## src/rtl/muldiv_pkg.sv

```systemverilog
// Shared types and constants for the iterative RV32M multiply/divide unit.
// Operation codes follow the RV32M funct3 encoding.
package muldiv_pkg;

   localparam int unsigned XLEN  = 32;
   localparam int unsigned CNT_W = $clog2(XLEN);

   typedef enum logic [2:0] {
      MUL    = 3'b000,
      MULH   = 3'b001,
      MULHSU = 3'b010,
      MULHU  = 3'b011,
      DIV    = 3'b100,
      DIVU   = 3'b101,
      REM    = 3'b110,
      REMU   = 3'b111
   } op_e;

   typedef enum logic [1:0] {
      IDLE,
      CALC,
      FIX,
      DONE
   } state_e;

   localparam logic [XLEN-1:0] DIV0_QUOT = '1;
   localparam logic [XLEN-1:0] OVF_QUOT  = {1'b1, {(XLEN-1){1'b0}}};
   localparam logic [XLEN-1:0] OVF_REM   = '0;
   localparam logic [XLEN-1:0] NEG_ONE   = '1;

endpackage

```

## src/rtl/muldiv_operand_prep.sv

```systemverilog
// Combinational operand conditioning: signedness decode, magnitudes,
// result sign, and detection of the divide-by-zero / overflow shortcuts.
module muldiv_operand_prep
   import muldiv_pkg::*;
#(
   parameter int unsigned n = XLEN
) (
   input  logic [2:0]   i_funct3,
   input  logic [n-1:0] i_rs1,
   input  logic [n-1:0] i_rs2,
   output logic [n-1:0] o_a_mag,
   output logic [n-1:0] o_b_mag,
   output logic         o_neg,
   output logic         o_is_div,
   output logic         o_fast,
   output logic [n-1:0] o_fast_data
);

   op_e  w_op;
   logic w_signed_a;
   logic w_signed_b;
   logic w_a_neg;
   logic w_b_neg;
   logic w_div0;
   logic w_ovf;

   assign w_op = op_e'(i_funct3);

   always_comb begin
      w_signed_a = 1'b0;
      w_signed_b = 1'b0;
      case (w_op)
         MULH:     begin w_signed_a = 1'b1; w_signed_b = 1'b1; end
         MULHSU:   w_signed_a = 1'b1;
         DIV, REM: begin w_signed_a = 1'b1; w_signed_b = 1'b1; end
         default:  ;
      endcase
   end

   assign w_a_neg  = w_signed_a & i_rs1[n-1];
   assign w_b_neg  = w_signed_b & i_rs2[n-1];
   assign o_a_mag  = w_a_neg ? ('0 - i_rs1) : i_rs1;
   assign o_b_mag  = w_b_neg ? ('0 - i_rs2) : i_rs2;
   assign o_is_div = i_funct3[2];

   // Remainder takes the dividend's sign; everything else takes the xor.
   assign o_neg = (w_op == REM) ? w_a_neg : (w_a_neg ^ w_b_neg);

   assign w_div0 = o_is_div & (i_rs2 == '0);
   assign w_ovf  = ((w_op == DIV) || (w_op == REM)) &
                   (i_rs1 == OVF_QUOT) & (i_rs2 == NEG_ONE);
   assign o_fast = w_div0 | w_ovf;

   always_comb begin
      o_fast_data = '0;
      if (w_div0)
         o_fast_data = i_funct3[1] ? i_rs1 : DIV0_QUOT;
      else if (w_ovf)
         o_fast_data = i_funct3[1] ? OVF_REM : OVF_QUOT;
   end

endmodule

```

## src/rtl/muldiv_unit.sv

```systemverilog
// Iterative RV32M execute unit: one shift-add / shift-subtract step per cycle,
// start/busy/done handshake, result delivered on the register-file write port.
module muldiv_unit
   import muldiv_pkg::*;
#(
   parameter int unsigned n       = XLEN,
   parameter int unsigned address = 5
) (
   input  logic               clk_i,
   input  logic               rst_i,
   input  logic               start_i,
   input  logic               flush_i,
   input  logic [2:0]         funct3_i,
   input  logic [n-1:0]       rs1_data_i,
   input  logic [n-1:0]       rs2_data_i,
   input  logic [address-1:0] rd_addr_i,
   output logic               busy_o,
   output logic               done_o,
   output logic [n-1:0]       rd_data_o,
   output logic [address-1:0] rd_addr_o,
   output logic               rd_wr_o
);

   localparam logic [CNT_W-1:0] CNT_LAST = CNT_W'(n - 1);

   state_e             r_state;
   state_e             w_next;
   logic [CNT_W-1:0]   r_cnt;
   logic [n-1:0]       r_hi;
   logic [n-1:0]       r_lo;
   logic [n-1:0]       r_b;
   op_e                r_op;
   logic               r_is_div;
   logic               r_neg;
   logic [address-1:0] r_rd_pend;
   logic [n-1:0]       r_rd_data;
   logic [address-1:0] r_rd_addr;

   logic [n-1:0]       w_a_mag;
   logic [n-1:0]       w_b_mag;
   logic               w_neg;
   logic               w_is_div;
   logic               w_fast;
   logic [n-1:0]       w_fast_data;
   logic               w_accept;

   logic [n:0]         w_mul_sum;
   logic [n:0]         w_shift;
   logic [n:0]         w_trial;
   logic [2*n-1:0]     w_prod_fix;
   logic [n-1:0]       w_fix_result;

   muldiv_operand_prep #(.n(n)) u_prep (
      .i_funct3    (funct3_i),
      .i_rs1       (rs1_data_i),
      .i_rs2       (rs2_data_i),
      .o_a_mag     (w_a_mag),
      .o_b_mag     (w_b_mag),
      .o_neg       (w_neg),
      .o_is_div    (w_is_div),
      .o_fast      (w_fast),
      .o_fast_data (w_fast_data)
   );

   assign w_accept = (r_state == IDLE) & start_i & ~flush_i;

   always_comb begin
      w_next = r_state;
      if (flush_i) begin
         w_next = IDLE;
      end else begin
         case (r_state)
            IDLE:    if (start_i) w_next = w_fast ? DONE : CALC;
            CALC:    if (r_cnt == CNT_LAST) w_next = FIX;
            FIX:     w_next = DONE;
            DONE:    w_next = IDLE;
            default: w_next = IDLE;
         endcase
      end
   end

   // r_hi/r_lo hold {product high, multiplier} for multiply and
   // {partial remainder, dividend/quotient} for divide.
   assign w_mul_sum = {1'b0, r_hi} + (r_lo[0] ? {1'b0, r_b} : '0);
   assign w_shift   = {r_hi, r_lo[n-1]};
   assign w_trial   = w_shift - {1'b0, r_b};

   assign w_prod_fix = r_neg ? ('0 - {r_hi, r_lo}) : {r_hi, r_lo};

   always_comb begin
      w_fix_result = '0;
      case (r_op)
         MUL:                  w_fix_result = w_prod_fix[n-1:0];
         MULH, MULHSU, MULHU:  w_fix_result = w_prod_fix[2*n-1:n];
         DIV, DIVU:            w_fix_result = r_neg ? ('0 - r_lo) : r_lo;
         REM, REMU:            w_fix_result = r_neg ? ('0 - r_hi) : r_hi;
         default:              w_fix_result = '0;
      endcase
   end

   always_ff @(posedge clk_i or posedge rst_i) begin
      if (rst_i) begin
         r_state   <= IDLE;
         r_cnt     <= '0;
         r_hi      <= '0;
         r_lo      <= '0;
         r_b       <= '0;
         r_op      <= MUL;
         r_is_div  <= 1'b0;
         r_neg     <= 1'b0;
         r_rd_pend <= '0;
         r_rd_data <= '0;
         r_rd_addr <= '0;
      end else begin
         r_state <= w_next;
         if (w_accept) begin
            r_op      <= op_e'(funct3_i);
            r_is_div  <= w_is_div;
            r_neg     <= w_neg;
            r_b       <= w_b_mag;
            r_hi      <= '0;
            r_lo      <= w_a_mag;
            r_cnt     <= '0;
            r_rd_pend <= rd_addr_i;
            if (w_fast) begin
               r_rd_data <= w_fast_data;
               r_rd_addr <= rd_addr_i;
            end
         end else if ((r_state == CALC) && !flush_i) begin
            r_cnt <= r_cnt + 1'b1;
            if (r_is_div) begin
               r_hi <= w_trial[n] ? w_shift[n-1:0] : w_trial[n-1:0];
               r_lo <= {r_lo[n-2:0], ~w_trial[n]};
            end else begin
               {r_hi, r_lo} <= {w_mul_sum, r_lo[n-1:1]};
            end
         end else if ((r_state == FIX) && !flush_i) begin
            r_rd_data <= w_fix_result;
            r_rd_addr <= r_rd_pend;
         end
      end
   end

   assign busy_o    = (r_state != IDLE);
   assign done_o    = (r_state == DONE);
   assign rd_wr_o   = done_o & (r_rd_addr != '0);
   assign rd_data_o = r_rd_data;
   assign rd_addr_o = r_rd_addr;

endmodule
```

## config.mk

```make
export PLATFORM = sky130hd
export DESIGN_NAME = muldiv_unit
export DESIGN_NICKNAME = d
export VERILOG_FILES = /design/src/rtl/muldiv_pkg.sv /design/src/rtl/muldiv_operand_prep.sv /design/src/rtl/muldiv_unit.sv
export SDC_FILE = /design/constraint.sdc
export NUM_CORES = 1
export LEC_CHECK = 0
export ABC_AREA = 1
export BUFFER_PORTS_ARGS = -buffer_cell sky130_fd_sc_hd__buf_2
export CELL_PAD_IN_SITES_DETAIL_PLACEMENT = 0
export CELL_PAD_IN_SITES_GLOBAL_PLACEMENT = 1
export CORE_ASPECT_RATIO = 1.5
export CORE_MARGIN = 1.5
export CORE_UTILIZATION = 40
export CTS_CLUSTER_SIZE = 12
export DETAILED_ROUTE_END_ITERATION = 8
export PLACE_DENSITY = 0.77
export REMOVE_ABC_BUFFERS = 1
export SYNTH_ARGS = -nofsm -noshare
export SYNTH_HDL_FRONTEND = slang
export SYNTH_SLANG_ARGS = --single-unit
export TNS_END_PERCENT = 1
```

## constraint.sdc

```tcl
create_clock -name clk_i -period 6.2 [get_ports clk_i]
set_clock_uncertainty 0.2 [all_clocks]
set_input_delay 1.24 -clock clk_i [delete_from_list [all_inputs] [get_ports clk_i]]
set_output_delay 1.24 -clock clk_i [all_outputs]
set_load 0.005 [all_outputs]
```

Word level (Yosys, flattened, before mapping)
Cells that the tools add are included.
W data, S select, Z words.
- register bits: 150
- bits of input ports: 76
- add/subtract/negate cells: 8
- equality and inequality tests: 21
- mux-type cells: 36
- bitwise gates (word level): 12
- reductions and logical operators: 18
- operator list (operator ; number):
    $mux W32 ; 20
    $pmux W32 S4 ; 1
    $sub A1 B32 Y32 const A ; 4
    $eq A32 B32 Y1 const B ; 2
    $mux W64 ; 1
    $sub A1 B64 Y64 const A ; 1
    $add A32 B32 Y33 ; 1
    $sub A33 B32 Y33 ; 1
    $logic_not A32 Y1 ; 1
    $mux W5 ; 6
    $eq A3 B3 Y1 const B ; 6
    $eq A3 B2 Y1 const B ; 3
    $and A1 B1 Y1 ; 8
    $mux W2 ; 4
    $pmux W2 S4 ; 1
    $eq A3 B1 Y1 const B ; 2
    $ne A3 B3 Y1 const B ; 2
    $reduce_bool A2 Y1 ; 3
    $reduce_or A3 Y1 ; 2
    $add A5 B1 Y5 const B ; 1
    $eq A5 B5 Y1 const B ; 1
    $reduce_bool A5 Y1 ; 1
    $eq A2 B2 Y1 const B ; 2
    $ne A2 B2 Y1 const B ; 2
    14 further kinds ; 19

Longest topological paths before layout
- depth in word-level cells: 9
- depth in mapped cells: 22
- depth with buffers taken out: 20

Cells and area by module
Synthesis repeated with hierarchy kept, for this count alone.
- cell total of the unflattened synthesis: 3148
- area, all modules: 17899.7 um^2
- by module, submodules not included (module ; instances ; cells an instance ; area each (um^2)):
    muldiv_unit ; 1 ; 2649 ; 15367.2
    muldiv_operand_prep ; 1 ; 499 ; 2532.4

Worst setup path after synthesis
No wires, ideal clock.
- kind: input port to flip-flop
- from: input port rs1_data_i[1]
- to: register r_rd_data[21], in the netlist rd_data_o[21]
- arrival: 2.590 ns
- required time: 5.879 ns
- setup slack: 3.289 ns
- stages: 12
- buffers on the path: 1
- cells stage by stage: inv_1 -> ha_1 -> nand3_1 -> nor2_2 -> nand2_1 -> nor2_1 -> nand3_1 -> nand3_2 -> nand3_4 -> buf_2 -> nor2_1 -> a21oi_1
- word-level cells in the longest chain between the ends: 7
- elaborated cells on any way between the ends: 10
- those cells by class: eq/ne: 2; mux: 4; bitwise: 3; reduce/logical: 1
- RTL lines (element ; RTL line ; text):
    from (decl) ; muldiv_unit.sv:14 ; input logic [n-1:0] rs1_data_i,
    $eq A32 B32 Y1 * ; muldiv_operand_prep.sv:51 ; (i_rs1 == OVF_QUOT) & (i_rs2 == NEG_ONE);
    $and A1 B1 Y1 * ; muldiv_operand_prep.sv:50 ; assign w_ovf = ((w_op == DIV) || (w_op == REM)) &
    $and A1 B1 Y1 * ; muldiv_operand_prep.sv:51 ;
    $mux W32 ; muldiv_operand_prep.sv:58 ; else if (w_ovf)
    $mux W32 ; muldiv_operand_prep.sv:56 ; if (w_div0)
    $mux W32 ; muldiv_unit.sv:125 ; if (w_fast) begin
    $mux W32 ; muldiv_unit.sv:116 ; if (w_accept) begin
    to (signal assigned) ; muldiv_unit.sv:126 ; r_rd_data <= w_fast_data;
    to (signal assigned) ; muldiv_unit.sv:138 ; r_rd_data <= w_fix_result;
    to (decl) ; muldiv_unit.sv:36 ; logic [n-1:0] r_rd_data;
Every way passes the cells marked *; elsewhere a longest branch is shown, timed or not. The select of a mux whose other input is x is not followed.
A chain may end at the register's enable or synchronous reset.

Worst setup path in the final report
- from: input port funct3_i[2]
- to: register r_lo[22]
- word-level cells in the longest chain between the ends: 6
- elaborated cells on any way between the ends: 9
- those cells by class: eq/ne: 4; mux: 3; bitwise: 1; reduce/logical: 1
- RTL lines (element ; RTL line ; text):
    from (decl) ; muldiv_unit.sv:13 ; input logic [2:0] funct3_i,
    $eq A3 B2 Y1 (tied with other cells) ; muldiv_operand_prep.sv:32 ; case (w_op)
    $reduce_or A4 Y1 (no source line) * ; n/a ;
    $mux W1 * ; muldiv_operand_prep.sv:32 ;
    $and A1 B1 Y1 * ; muldiv_operand_prep.sv:40 ; assign w_a_neg = w_signed_a & i_rs1[n-1];
    $mux W32 * ; muldiv_operand_prep.sv:42 ; assign o_a_mag = w_a_neg ? ('0 - i_rs1) : i_rs1;
    $mux W32 * ; muldiv_unit.sv:116 ;
    to (signal assigned) ; muldiv_unit.sv:122 ; r_lo <= w_a_mag;
    to (signal assigned) ; muldiv_unit.sv:133 ; r_lo <= {r_lo[n-2:0], ~w_trial[n]};
    to (signal assigned) ; muldiv_unit.sv:135 ; {r_hi, r_lo} <= {w_mul_sum, r_lo[n-1:1]};
    to (decl) ; muldiv_unit.sv:30 ; logic [n-1:0] r_lo;
Every way passes the cells marked *; elsewhere a longest branch is shown, timed or not.

==> impl_metrics.ini <==
[finish]
diodes = 0
fillers = 5006
synthToLayoutAreaGrowth_pct = 8.56
drive_gt1_share_pct = 7.77
nNetsFinal = 3395

[sta]
fmax_mhz = 255
finalCritPeriodShare_pct = 63.2
finalSetupViolations = 0
period_needed_ps = 3920
hold_viol = 0
worst_pin_slew_ps = 1230
tns_ps = 0
rsz0062_at_grt = false
fin_hold_ws_ps = 276
slew_viol_final = 0
max_slew_margin_pct = 17.7

[worst_setup_path]
cpMostUsedCell = nand2_1
critPathBufInv = 3
reg2reg_depth = 11
cp_top_family = simple AND/OR/NAND/NOR gates
r2r-end = r_hi[12]
start_kind = primary input
rr_startpoint = r_lo[0]
required_ps = 6400
reg2reg_slack_ps = 2300
cpPeakStageDelay_ps = 780
cp.arrival_ps = 4120
cpMaxStageDelayCell = inv_1
crit_fanout = 23
crit_chain = buf_2 > inv_1 > nor2_1 > nor2_1 > nand2_1 > nand2_1 > inv_1 > nand2_1 > xnor2_1 > nand2_1 > a22oi_1
crit_type = in -> reg
endpoint_kind = flop

[floorplanning]
fp-row-count = 94
die_h_um = 262
start_util_pct = 40.7
fp.dieArea_um2 = 46200
pin_count = 116
coreArea_um2 = 44100
die_x_um = 176

[synth]
post-synth-top-area-cell = nand2_1
synthArstFlopShare_pct = 100
synth-seq-area-share_pct = 20.8
syn_avg_cell_area_um2 = 5.63
syn_inst = 3190
synth_warnings = 0
synth_edf_count = 0
yosysTopAreaCellShare_pct = 21.8
syn_area_um2 = 18000
netlist_top_cells_area = nand2_1 22%, dfrtp_1 21%, inv_1 9.4%
ys_types = 55
ys.flop_type = dfrtp_1
ys_ff_latch = 149

[cts]
clock_latency_ps = 480
cts_tree = built
cts_root_buf = clkbuf_16
clk_pin_slew_ps = 80
cts_setup_buffers = 0
cts_hold_buffers = 0
cts.repair.resized = 0
numCtsBuffers = 17
numClockSinks = 149
h-tree-depth = 4
clock_path_buffers = 2

[routing]
num_vias = 20900
post_drt_via_cell_ratio = 5.47
post-route-drc-count = 0
antenna_left = 0
drt_iter0_drc = 1462
routed_wl_um = 81900
dr.pass1.iters = 7
wl_per_cell_um = 21.4

[placed_design]
dp_hpwl_um = 66100
io_buffer_count = 115
gp_congestion = 1.02

[global_route]
grt_pass1_wl_um = 123000
grt_pass1_vias = 20500
grt_overflow = 0
grt_max_degree = 85
grt_usage_pct = 35.5
antenna_found_initial = 0

[min_path]
hp-start = r_rd_pend[4]
hold_depth = 2
hp-class = reg -> reg
hold_end = r_rd_pend[4]

[status]
status = completed

[flow_run]
drv_cap = 0

[power]
leakage_uw = 0.0104
peakVddDrop_mv = 0.296
power_density_nw_per_um2 = 613
==> worst reg2reg max path: cells and delay by family (launching register included) <==
family | cells | cell delay, ps
fa+ha+maj | 1 | 280
flops | 1 | 590
compound gates | 4 | 1890
buf+inv | 3 | 540
simple gates | 3 | 340
==> state kept, by name, summed over array words and instances (netlist names), 3 cells and up <==
name       cells
r_lo          32
r_hi          32
r_rd_pend      5
r_cnt          5
r_op           3
rd_addr_o      5
rd_data_o     32
r_b           32
==> logic make-up (layout without fill, tap and decap cells) <==
family / count (synthesis) / count (layout) / share of synthesized area, %
fa+ha+maj: 77 / 77 / 5.45
compound gates: 415 / 415 / 13.0
buf+inv: 560 / 625 / 12.5
simple gates: 1936 / 1936 / 45.7
flops: 149 / 149 / 20.8
xor+xnor: 53 / 53 / 2.59
==> final cells by class <==
class,instances,area (um^2),area share (%)
repair buffers,132,703,3.61
well taps,576,721,3.70
clock buffers,17,425,2.18
multi-input cells,2481,12000,61.5
inverters,461,1740,8.90
flip-flops and latches,149,3730,19.2
clock inverters,15,183,0.937
==> per-stage QoR <==
stage	util, %	area, um^2	total power, uW	cells	setup WS (ps)
final	44.2	19500	11900	3831	2280
after global routing	44.2	19500	12900	3831	2100
after CTS	44.2	19500	11900	3831	2350
after detailed placement	42.8	18900	10700	3799	1850
after global placement	42.8	18900	10600	3799	1920
after floorplan	-	17400	7590	3091	752
==> routing by layer <==
layer  routed length (um)  GRT usage, %
met5                    0             0
met3                 3080          3.94
met2                41900          64.8
met4                 8160          30.7
met1                28800          35.2
==> placed cells by master, fill, tap and decap left out, drive strengths merged, types with 9 or more instances in the layout <==
| cell | instances |
|---|---|
| o21ai | 191 |
| nor4 | 9 |
| dfrtp | 149 |
| nand3b | 17 |
| nand2 | 1063 |
| o22ai | 10 |
| inv | 467 |
| xnor2 | 19 |
| a31oi | 12 |
| a21boi | 20 |
| clkbuf | 17 |
| xor2 | 34 |
| buf | 132 |
| nand3 | 354 |
| ha | 75 |
| nor3 | 24 |
| a22oi | 20 |
| nor2 | 421 |
| or2 | 11 |
| a21oi | 120 |
| o211ai | 14 |
| nand4 | 33 |
==> Yosys cell counts, drive strengths merged (3+ instances only) <==
cell       n
nand2   1063
nand3    354
o221ai     4
inv      460
xnor2     19
or2       11
xor2      34
o31ai      3
nor3      24
o211ai    14
clkbuf    44
o21ai    191
a21boi    20
a22oi     20
a21o       4
nor2     421
nand3b    17
nand4     33
dfrtp    149
nor4       9
a31oi     12
a21oi    120
and2       4
ha        75
buf       55
o21bai     8
o22ai     10
==> worst max-delay path by stage <==
stage | endpoint | startpoint | slack (ps) | depth (start not counted)
final | r_lo[22] | funct3_i[2] | 2280 | 11
after global routing | r_lo[26] | funct3_i[2] | 2100 | 11
after global placement | rd_data_o[25] | flush_i | 1920 | 7
after floorplan | r_b[0] | rst_i | 750 | 1
after CTS | rd_data_o[25] | flush_i | 2350 | 7
after detailed placement | rd_data_o[25] | flush_i | 1850 | 7
==> where the power goes <==
group          leakage, uW  switching [uW]  internal (uW)  total, uW
Sequential         0.00182             894           1430       2320
Combinational      0.00832            5910           2590       8500
Clock             0.000293             569            547       1120
No activity file was read; power rests on OpenSTA's default activity.
